**src/rtl/traffic_phase_sequencer.sv**
```systemverilog
// N-approach traffic phase sequencer: GREEN -> YELLOW -> ALL_RED per approach,
// round-robin by default, with per-approach priority preemption and green extension.
module traffic_phase_sequencer #(
  parameter int unsigned NUM_APPR  = 4,
  parameter int unsigned CNT_W     = 8,
  parameter int unsigned GREEN_T   = 20,
  parameter int unsigned MIN_GREEN = 5,
  parameter int unsigned MAX_GREEN = 40,
  parameter int unsigned YELLOW_T  = 4,
  parameter int unsigned ALLRED_T  = 2
) (
  input  logic                        clk,
  input  logic                        rst,
  input  logic                        tick,
  input  logic [NUM_APPR-1:0]         priority_req,
  output logic [NUM_APPR-1:0]         green,
  output logic [NUM_APPR-1:0]         yellow,
  output logic                        all_red,
  output logic [$clog2(NUM_APPR)-1:0] active_idx,
  output logic                        phase_done
);

  localparam int unsigned IDX_W = $clog2(NUM_APPR);

  localparam logic [CNT_W-1:0] CNT_ONE    = CNT_W'(1);
  localparam logic [CNT_W-1:0] GREEN_LD   = CNT_W'(GREEN_T - 1);
  localparam logic [CNT_W-1:0] YELLOW_LD  = CNT_W'(YELLOW_T - 1);
  localparam logic [CNT_W-1:0] ALLRED_LD  = CNT_W'(ALLRED_T - 1);
  localparam logic [CNT_W-1:0] MIN_G      = CNT_W'(MIN_GREEN);
  localparam logic [CNT_W-1:0] MAX_G      = CNT_W'(MAX_GREEN);
  localparam logic [IDX_W-1:0] LAST_IDX   = IDX_W'(NUM_APPR - 1);

  typedef enum logic [1:0] {
    S_ALL_RED = 2'd0,
    S_GREEN   = 2'd1,
    S_YELLOW  = 2'd2
  } state_e;

  state_e              state_q,     state_d;
  logic [CNT_W-1:0]    remaining_q, remaining_d;
  logic [CNT_W-1:0]    elapsed_q,   elapsed_d;
  logic [IDX_W-1:0]    last_q,      last_d;
  logic [IDX_W-1:0]    active_q,    active_d;
  logic [NUM_APPR-1:0] green_q,     green_d;
  logic [NUM_APPR-1:0] yellow_q,    yellow_d;
  logic                all_red_q,   all_red_d;

  logic [NUM_APPR-1:0] active_oh;
  logic [IDX_W-1:0]    next_idx;
  logic                others_req;
  logic                extend;
  logic                exit_now;

  // Lowest requesting approach other than the one just served, else round-robin.
  function automatic logic [IDX_W-1:0] pick_next(input logic [NUM_APPR-1:0] req,
                                                 input logic [IDX_W-1:0]    last);
    logic [IDX_W-1:0] nxt;
    logic             found;
    found = 1'b0;
    nxt   = (last == LAST_IDX) ? '0 : last + IDX_W'(1);
    for (int unsigned i = 0; i < NUM_APPR; i++) begin
      if (!found && req[i] && (IDX_W'(i) != last)) begin
        nxt   = IDX_W'(i);
        found = 1'b1;
      end
    end
    return nxt;
  endfunction

  always_comb begin
    active_oh  = NUM_APPR'(1) << active_q;
    others_req = |(priority_req & ~active_oh);
    extend     = priority_req[active_q] && !others_req;
    next_idx   = pick_next(priority_req, last_q);
  end

  always_comb begin
    state_d     = state_q;
    remaining_d = remaining_q;
    elapsed_d   = elapsed_q;
    last_d      = last_q;
    active_d    = active_q;
    green_d     = green_q;
    yellow_d    = yellow_q;
    all_red_d   = all_red_q;
    exit_now    = 1'b0;

    if (tick) begin
      case (state_q)
        S_ALL_RED: begin
          if (remaining_q == '0) begin
            exit_now    = 1'b1;
            state_d     = S_GREEN;
            remaining_d = GREEN_LD;
            elapsed_d   = CNT_ONE;
            last_d      = next_idx;
            active_d    = next_idx;
            green_d     = NUM_APPR'(1) << next_idx;
            yellow_d    = '0;
            all_red_d   = 1'b0;
          end else begin
            remaining_d = remaining_q - CNT_ONE;
          end
        end

        S_GREEN: begin
          // Extension freezes the nominal timer; elapsed keeps the ceiling honest.
          if ((others_req && (elapsed_q >= MIN_G)) ||
              (elapsed_q >= MAX_G) ||
              ((remaining_q == '0) && !extend)) begin
            exit_now    = 1'b1;
            state_d     = S_YELLOW;
            remaining_d = YELLOW_LD;
            green_d     = '0;
            yellow_d    = active_oh;
          end else begin
            if (!extend) begin
              remaining_d = remaining_q - CNT_ONE;
            end
            elapsed_d = (elapsed_q >= MAX_G) ? elapsed_q : elapsed_q + CNT_ONE;
          end
        end

        S_YELLOW: begin
          if (remaining_q == '0) begin
            exit_now    = 1'b1;
            state_d     = S_ALL_RED;
            remaining_d = ALLRED_LD;
            yellow_d    = '0;
            all_red_d   = 1'b1;
          end else begin
            remaining_d = remaining_q - CNT_ONE;
          end
        end

        default: begin
          state_d     = S_ALL_RED;
          remaining_d = ALLRED_LD;
          green_d     = '0;
          yellow_d    = '0;
          all_red_d   = 1'b1;
        end
      endcase
    end
  end

  always_ff @(posedge clk) begin
    if (rst) begin
      state_q     <= S_ALL_RED;
      remaining_q <= ALLRED_LD;
      elapsed_q   <= '0;
      last_q      <= LAST_IDX;
      active_q    <= '0;
      green_q     <= '0;
      yellow_q    <= '0;
      all_red_q   <= 1'b1;
    end else begin
      state_q     <= state_d;
      remaining_q <= remaining_d;
      elapsed_q   <= elapsed_d;
      last_q      <= last_d;
      active_q    <= active_d;
      green_q     <= green_d;
      yellow_q    <= yellow_d;
      all_red_q   <= all_red_d;
    end
  end

  assign green      = green_q;
  assign yellow     = yellow_q;
  assign all_red    = all_red_q;
  assign active_idx = active_q;
  assign phase_done = exit_now;

  a_one_lamp_kind: assert property (@(posedge clk) disable iff (rst)
    $onehot0({|green_q, |yellow_q, all_red_q}));
  a_green_onehot0: assert property (@(posedge clk) disable iff (rst) $onehot0(green_q));
  a_yellow_onehot0: assert property (@(posedge clk) disable iff (rst) $onehot0(yellow_q));

endmodule

```
**config.mk**
```make
export PLATFORM = sky130hd
export DESIGN_NAME = traffic_phase_sequencer
export DESIGN_NICKNAME = d
export VERILOG_FILES = /design/src/rtl/traffic_phase_sequencer.sv
export SDC_FILE = /design/constraint.sdc
export NUM_CORES = 1
export LEC_CHECK = 0
export BUFFER_PORTS_ARGS = -buffer_cell sky130_fd_sc_hd__buf_4
export CORE_ASPECT_RATIO = 1.4
export CORE_MARGIN = 2
export CORE_UTILIZATION = 63
export CTS_CLUSTER_DIAMETER = 120
export DETAILED_ROUTE_END_ITERATION = 8
export MAX_ROUTING_LAYER = met4
export PLACE_DENSITY = 0.84
export SYNTH_ARGS = -nofsm -noshare
export SYNTH_HDL_FRONTEND = slang
export SYNTH_SLANG_ARGS = --single-unit
```
**constraint.sdc**
```tcl
create_clock -name clk -period 3.1 [get_ports clk]
set_clock_uncertainty 0.05 [all_clocks]
set_input_delay 0.62 -clock clk [delete_from_list [all_inputs] [get_ports clk]]
set_output_delay 0.62 -clock clk [all_outputs]
set_load 0.005 [all_outputs]
```
# [Yosys cells after proc, flatten, opt, wreduce, memory -nomap -nowiden]
# Cells that the tools add are included.
[word_totals] ff_bits=31 elab_cells=99 inputBits=7 output_inout_bits=12
[classes] bitwise_logic=4 shifts=2 muxes=36 add_sub_neg=3 n_eq_ne=13 n_lt_le_gt_ge=3 reduce_logical=30
[ops] op="8-bit two-way mux" count=7
[ops] op="8-bit one-hot mux with 3 select lines" count=1
[ops] op="2-bit two-way mux" count=8
[ops] op="4-bit two-way mux" count=4
[ops] op="8-bit one-hot mux with 2 select lines" count=1
[ops] op="4-bit one-hot mux with 3 select lines" count=1
[ops] op="4-bit AND reduction" count=3
[ops] op="1-bit logical AND" count=10
[ops] op="2-bit != test, second input constant" count=5
[ops] op="1-bit two-way mux" count=9
[ops] op="8-bit by 1-bit adder with 8-bit output, second input constant" count=1
[ops] op="8-bit by 3-bit greater-or-equal comparator with 1-bit output, second input constant" count=1
[ops] op="8-bit by 6-bit greater-or-equal comparator with 1-bit output, second input constant" count=1
[ops] op="8-bit zero test" count=1
[ops] op="4-bit one-hot mux with 2 select lines" count=1
[ops] op="1-bit by 2-bit left shift with 4-bit output, first input constant" count=2
[ops] op="8-bit by 1-bit subtractor with 8-bit output, second input constant" count=1
[ops] op="2-bit one-hot mux with 3 select lines" count=1
[ops] op="3-bit AND reduction" count=2
[ops] op="1-bit zero test" count=5
[ops] op="5-bit AND reduction" count=1
[ops] op="4-bit bitwise AND" count=1
[ops] op="2-bit equality test, second input constant" count=2
[ops] op="2-bit != test, first input constant" count=2
[ops] op="17 further kinds" count=20

# [Depth between registers and ports, before layout]
[depth] ltp_word=18 ltp_mapped=9 ltp_nobuf=8

# [Worst setup path before layout]
# No wires, ideal clock.
[synth_timing] kind="input-to-output" startpoint="in priority_req[1]" endpoint="out phase_done" required_ns=2.430 path_buffers=0 path_slack_ns=0.583 arrival_time_ns=1.847 stages=6 cell_sequence="or4b_1 nor2_1 o31a_4 o21ai_0 a21oi_1 nor2_1"
[synth_between] elab_chain_cells=10 word_cells_on_any_way=14 cone_classes="5 x mux; 1 x bitwise; 8 x reduce/logical"
[synth_rtl] item="from (decl)" line_no="15" text="input logic [NUM_APPR-1:0] priority_req,"
[synth_rtl] item="4-bit bitwise AND" line_no="72" text="others_req = |(priority_req & ~active_oh);"
[synth_rtl] item="4-bit OR reduction" line_no="72"
[synth_rtl] item="1-bit zero test" line_no="73" text="extend = priority_req[active_q] && !others_req;"
[synth_rtl] item="1-bit logical AND" line_no="73"
[synth_rtl] item="1-bit zero test"
[synth_rtl] item="1-bit logical AND" line_no="110" text="((remaining_q == '0) && !extend)) begin"
[synth_rtl] item="1-bit logical OR (*)" line_no="109" text="(elapsed_q >= MAX_G) ||"
[synth_rtl] item="1-bit two-way mux (*)" line_no="108" text="if ((others_req && (elapsed_q >= MIN_G)) ||"
[synth_rtl] item="1-bit one-hot mux with 2 select lines (*)" line_no="89" text="case (state_q)"
[synth_rtl] item="1-bit two-way mux (*)" line_no="88" text="if (tick) begin"
[synth_rtl] item="to (decl)" line_no="20" text="output logic phase_done"
# Mark *: on every way between the ends. The rest lies on a longest branch, timed or not. The select of a mux whose other input is x is not followed.

# [Worst setup path in the final report]
# Same ends and word-level chain as after synthesis.

==> summary by stage <==
Run status
The flow ran to the end, and the final reports show no timing, DRC or antenna violations.

Worst setup path
The critical path data required time is 2.43 ns. The register-to-register setup slack is 0.66 ns. The startpoint identified for the worst register-to-register timing path is remaining_q[0]. The signal on the critical path passes through buf_4, or4b_1, nor2_1, o31a_4, o21ai_0, a21oi_1, nor2_1, buf_4.

The data arrival time of the worst path is 2.24 ns. On the critical path, the stage with the largest delay is an instance of or4b_1. The endpoint identified for the worst register-to-register timing path is green[0]. STA classifies the critical path startpoint as an input port. The worst setup path is of the in -> out kind. In this run the worst path has a maximum fanout of 7.

For the worst flop-to-flop path, the logic depth is 8. The worst setup path is captured at an output port. On the worst path, the slowest cell contributes a delay of 0.54 ns.

Flow run
Across the run, the number of max-cap violations was 0.

Logic synthesis
After synthesis, the largest family of logic cells by area is compound AO/OA/AOI/OAI gates. The multiplexer share of the synthesized area is 0.0359. Synthesis produced a netlist with a net count of 243.

The number of different library cells in the post-synthesis netlist is 58. The combined area of all synthesized cells is about 2000 sq um. The number of instances in the synthesized netlist is between 200 and 250. Counting flops with an async set or reset pin after synthesis yields a share of 0.

Of the total synthesized cell area, the portion taken by full adders, half adders and majority gates is 0.0640. For this run, the number of Yosys warnings is 0. Of the total synthesized cell area, the portion taken by XOR and XNOR cells is 0.00448. Of the synthesized area, sequential elements account for 0.318. Synthesis inferred 31 register bits. The compound-gate portion of the synthesized area was 0.286. Of the total synthesized cell area, the portion taken by AND, OR, NAND and NOR gates is 0.239. The primary flip-flop cell chosen by synthesis mapping is dfxtp_1. Averaged over all synthesized cells, the footprint is 8.65 sq um.

Counting flops with a built-in enable in the synthesized netlist gives 0.

Placed design
The final estimated routing congestion in global placement is 0.850. Including well taps, the total number of placed cells is 272. Buffers placed on the I/O ports in this run total 18. The placed wire-length estimate is 3.29 mm.

GRT
The pin count of the biggest net entering global routing is 22. The first global-routing pass estimated between 7 and 8 mm of wire. The overall global routing resource usage is 0.278.

The initial antenna violation count is 0. The number of global-route vias before repair is around 1800. Summed over all layers, the global routing overflow is 0.

Routing
The first detailed-routing pass took 5 iterations. The detailed-route DRC error count is 0. The final layout contains routed wiring with a total length of roughly 4.5 mm. Using the TritonRoute via totals, the vias-per-cell ratio works out to between 6 and 7. The detailed router placed ~1800 vias in this run. The average wire per standard cell is between 15 and 20 um. The remaining number of nets flagged by the antenna check after routing is 0.

The detailed router's first-iteration violation count is 57.

Clock network
The H-tree generated during clock tree synthesis spans 2 levels. Clock latency on the worst-skew pair, taken at its later pin, is between 0.2 and 0.3 ns. The clock passes through at most 2 buffers. Clock-pin slew was measured on the worst setup and hold paths at ~0.06 ns. Clock tree synthesis selected as its root buffer the cell clkbuf_8. The tree built by TritonCTS fans out to 31 sinks. The quantity of gates resized following cts is 0.

The number of buffers created by CTS is 5. The number of buffers inserted to repair setup after CTS is 0. The hold buffer count at cts is 0. The TritonCTS clock tree is done.

STA
The worst slew slack as a fraction of its limit is 0.425. The portion of the clock cycle consumed by the worst path in the final layout is 0.939. Setup repair after global routing left no endpoint under its margin.

Setup total negative slack on the finished layout was measured at 0 ns. At the pin with the least slew margin, the transition time is roughly 0.85 ns. The fmax is 0.344 GHz.

The final count of hold timing violations is 0. The final number of max-transition violations is 0. The worst path needs 2.91 ns of the cycle, external delays included.

Setup violations remaining at the end of the flow were counted as 0.

Worst hold path
Counting instances, the worst hold path has a depth of 2. The critical hold path startpoint is yellow[0]. The path with the worst hold slack has its endpoint at yellow[0]. The tightest min-delay check is of the reg -> reg type.

Layout
The layout has around 230 filler cells. The number of inserted diodes is 0. The number of non-filler instances in the completed layout is 280.

Across the whole layout, storage elements account for slightly above 600 sq um. Compared with the post-synthesis result, the final layout area differs by 11.6%. Summing all multi-input logic gate instances after layout gives roughly 1200 sq um.

The share of final-layout standard cells stronger than drive strength 1 is 0.189. For this run, the post-layout net count is 259.

Power and ir drop
The peak supply drop is around 0.00038 V. Power spread over the standard cell area amounts to 467 nW/um^2. The leakage power is roughly 0.89 nW.

Die
For this configuration, the core starts out at a cell density of 0.672. The number of core rows is 23. The die extent in y is approximately 70 um. During I/O placement, the number of pins put on the boundary was 19. The die covers 3570 sq um. The floorplan core area is 2910 sq um. The overall die width is just over 50 um.
[synth_stat cells, types with 4 or more instances]
cell	number	area (sq um)
dfxtp_1	31	621
nor2_1	25	93.8
nand2_1	17	63.8
a21oi_1	12	60.1
inv_1	12	45.0
ha_1	10	125
o21ai_0	10	50.1
mux2i_1	7	70.1
nor2b_1	7	43.8
clkbuf_1	6	22.5
nand2b_1	5	31.3
nor3_1	5	25.0
nor3b_1	5	37.5
or3_1	5	31.3
a211oi_1	4	30.0
nand3_1	4	20.0
o211ai_1	4	30.0
[final cells by class]
type | count | share of cell area
multi-input cells | 172 | 0.566
flip-flops and latches | 31 | 0.285
repair buffers | 20 | 0.0688
clock buffers | 5 | 0.0316
inverters | 12 | 0.0207
clock inverters | 3 | 0.00688
well taps | 37 | 0.0212
[metrics by stage]
stage                     area (sq um)  utilization  hold slack (ns)  worst slack (ns)  total power [mW]
after floorplan                   1950            -            0.404             0.583             0.654
after global placement            2090        0.720            0.402             0.249             0.705
after detailed placement          2090        0.720            0.418             0.193             0.720
after CTS                         2180        0.749            0.427             0.135              1.02
after global routing              2180        0.750            0.458            0.0887              1.07
final                             2180        0.750            0.424             0.189              1.02
[report_power, final]
group | switching [mW] | leakage (nW) | internal (mW)
registers | 0.0331 | 0.251 | 0.424
logic | 0.147 | 0.587 | 0.111
clock network | 0.150 | 0.0477 | 0.153
[sequential cells by signal, indices dropped and copies added, names as in the netlist]
register and flops:
state_q 2, last_q 2, elapsed_q 8, active_idx 2
remaining_q 8, all_red 1, yellow 4, green 4
[worst max path at each step]
stage,to,slack [ns],from,cells after the start
after floorplan,phase_done,0.58,priority_req[1],6
after detailed placement,phase_done,0.19,priority_req[1],8
after CTS,phase_done,0.14,elapsed_q[1],9
after global placement,phase_done,0.25,priority_req[1],8
after global routing,phase_done,0.09,priority_req[1],8
final,phase_done,0.19,priority_req[1],8
[logic make-up after synthesis]
| logic type | after synthesis |
|---|---|
| XOR/XNOR | 1 |
| AO/OA/AOI/OAI | 67 |
| AND/OR/NAND/NOR | 87 |
| buffers and inverters | 23 |
| adder cells (fa/ha/maj) | 10 |
| multiplexers | 7 |
| flip-flops | 31 |
[routing by layer]
layer	vias up	global-route usage	routed length [um]
li1	859	-	-
met1	830	0.323	1870
met2	55	0.468	2290
met3	8	0.0598	223
met4	0	0.0931	75
met5	-	-	0
[worst max-delay path: cells and delay by family]
family / cells / cell delay (ns)
AO/OA/AOI/OAI: 3 / 0.53
buffers and inverters: 2 / 0.27
AND/OR/NAND/NOR: 3 / 0.82
[cell usage in the layout, fill, tap and decap left out, types with 2 or more instances in the layout]
master and n:
ha_1 10, nor2b_1 7, nor3_1 5, nand3_1 4, o211ai_1 4, buf_4 20, clkinv_2 3, nand4_1 3
or3_1 5, and2_1 3, nor3b_1 5, o21a_1 3, a21oi_1 12, o21ai_0 10, o2bb2ai_1 3, dfxtp_1 31
a31oi_1 2, nand2_1 17, a22o_1 2, nor2_1 25, a211oi_1 3, mux2i_1 7, a32o_1 2, clkbuf_8 5
o31ai_1 2, nand2b_1 5, a31o_2 2, o41ai_1 2, inv_1 12
(Power assumes the default switching activity.)
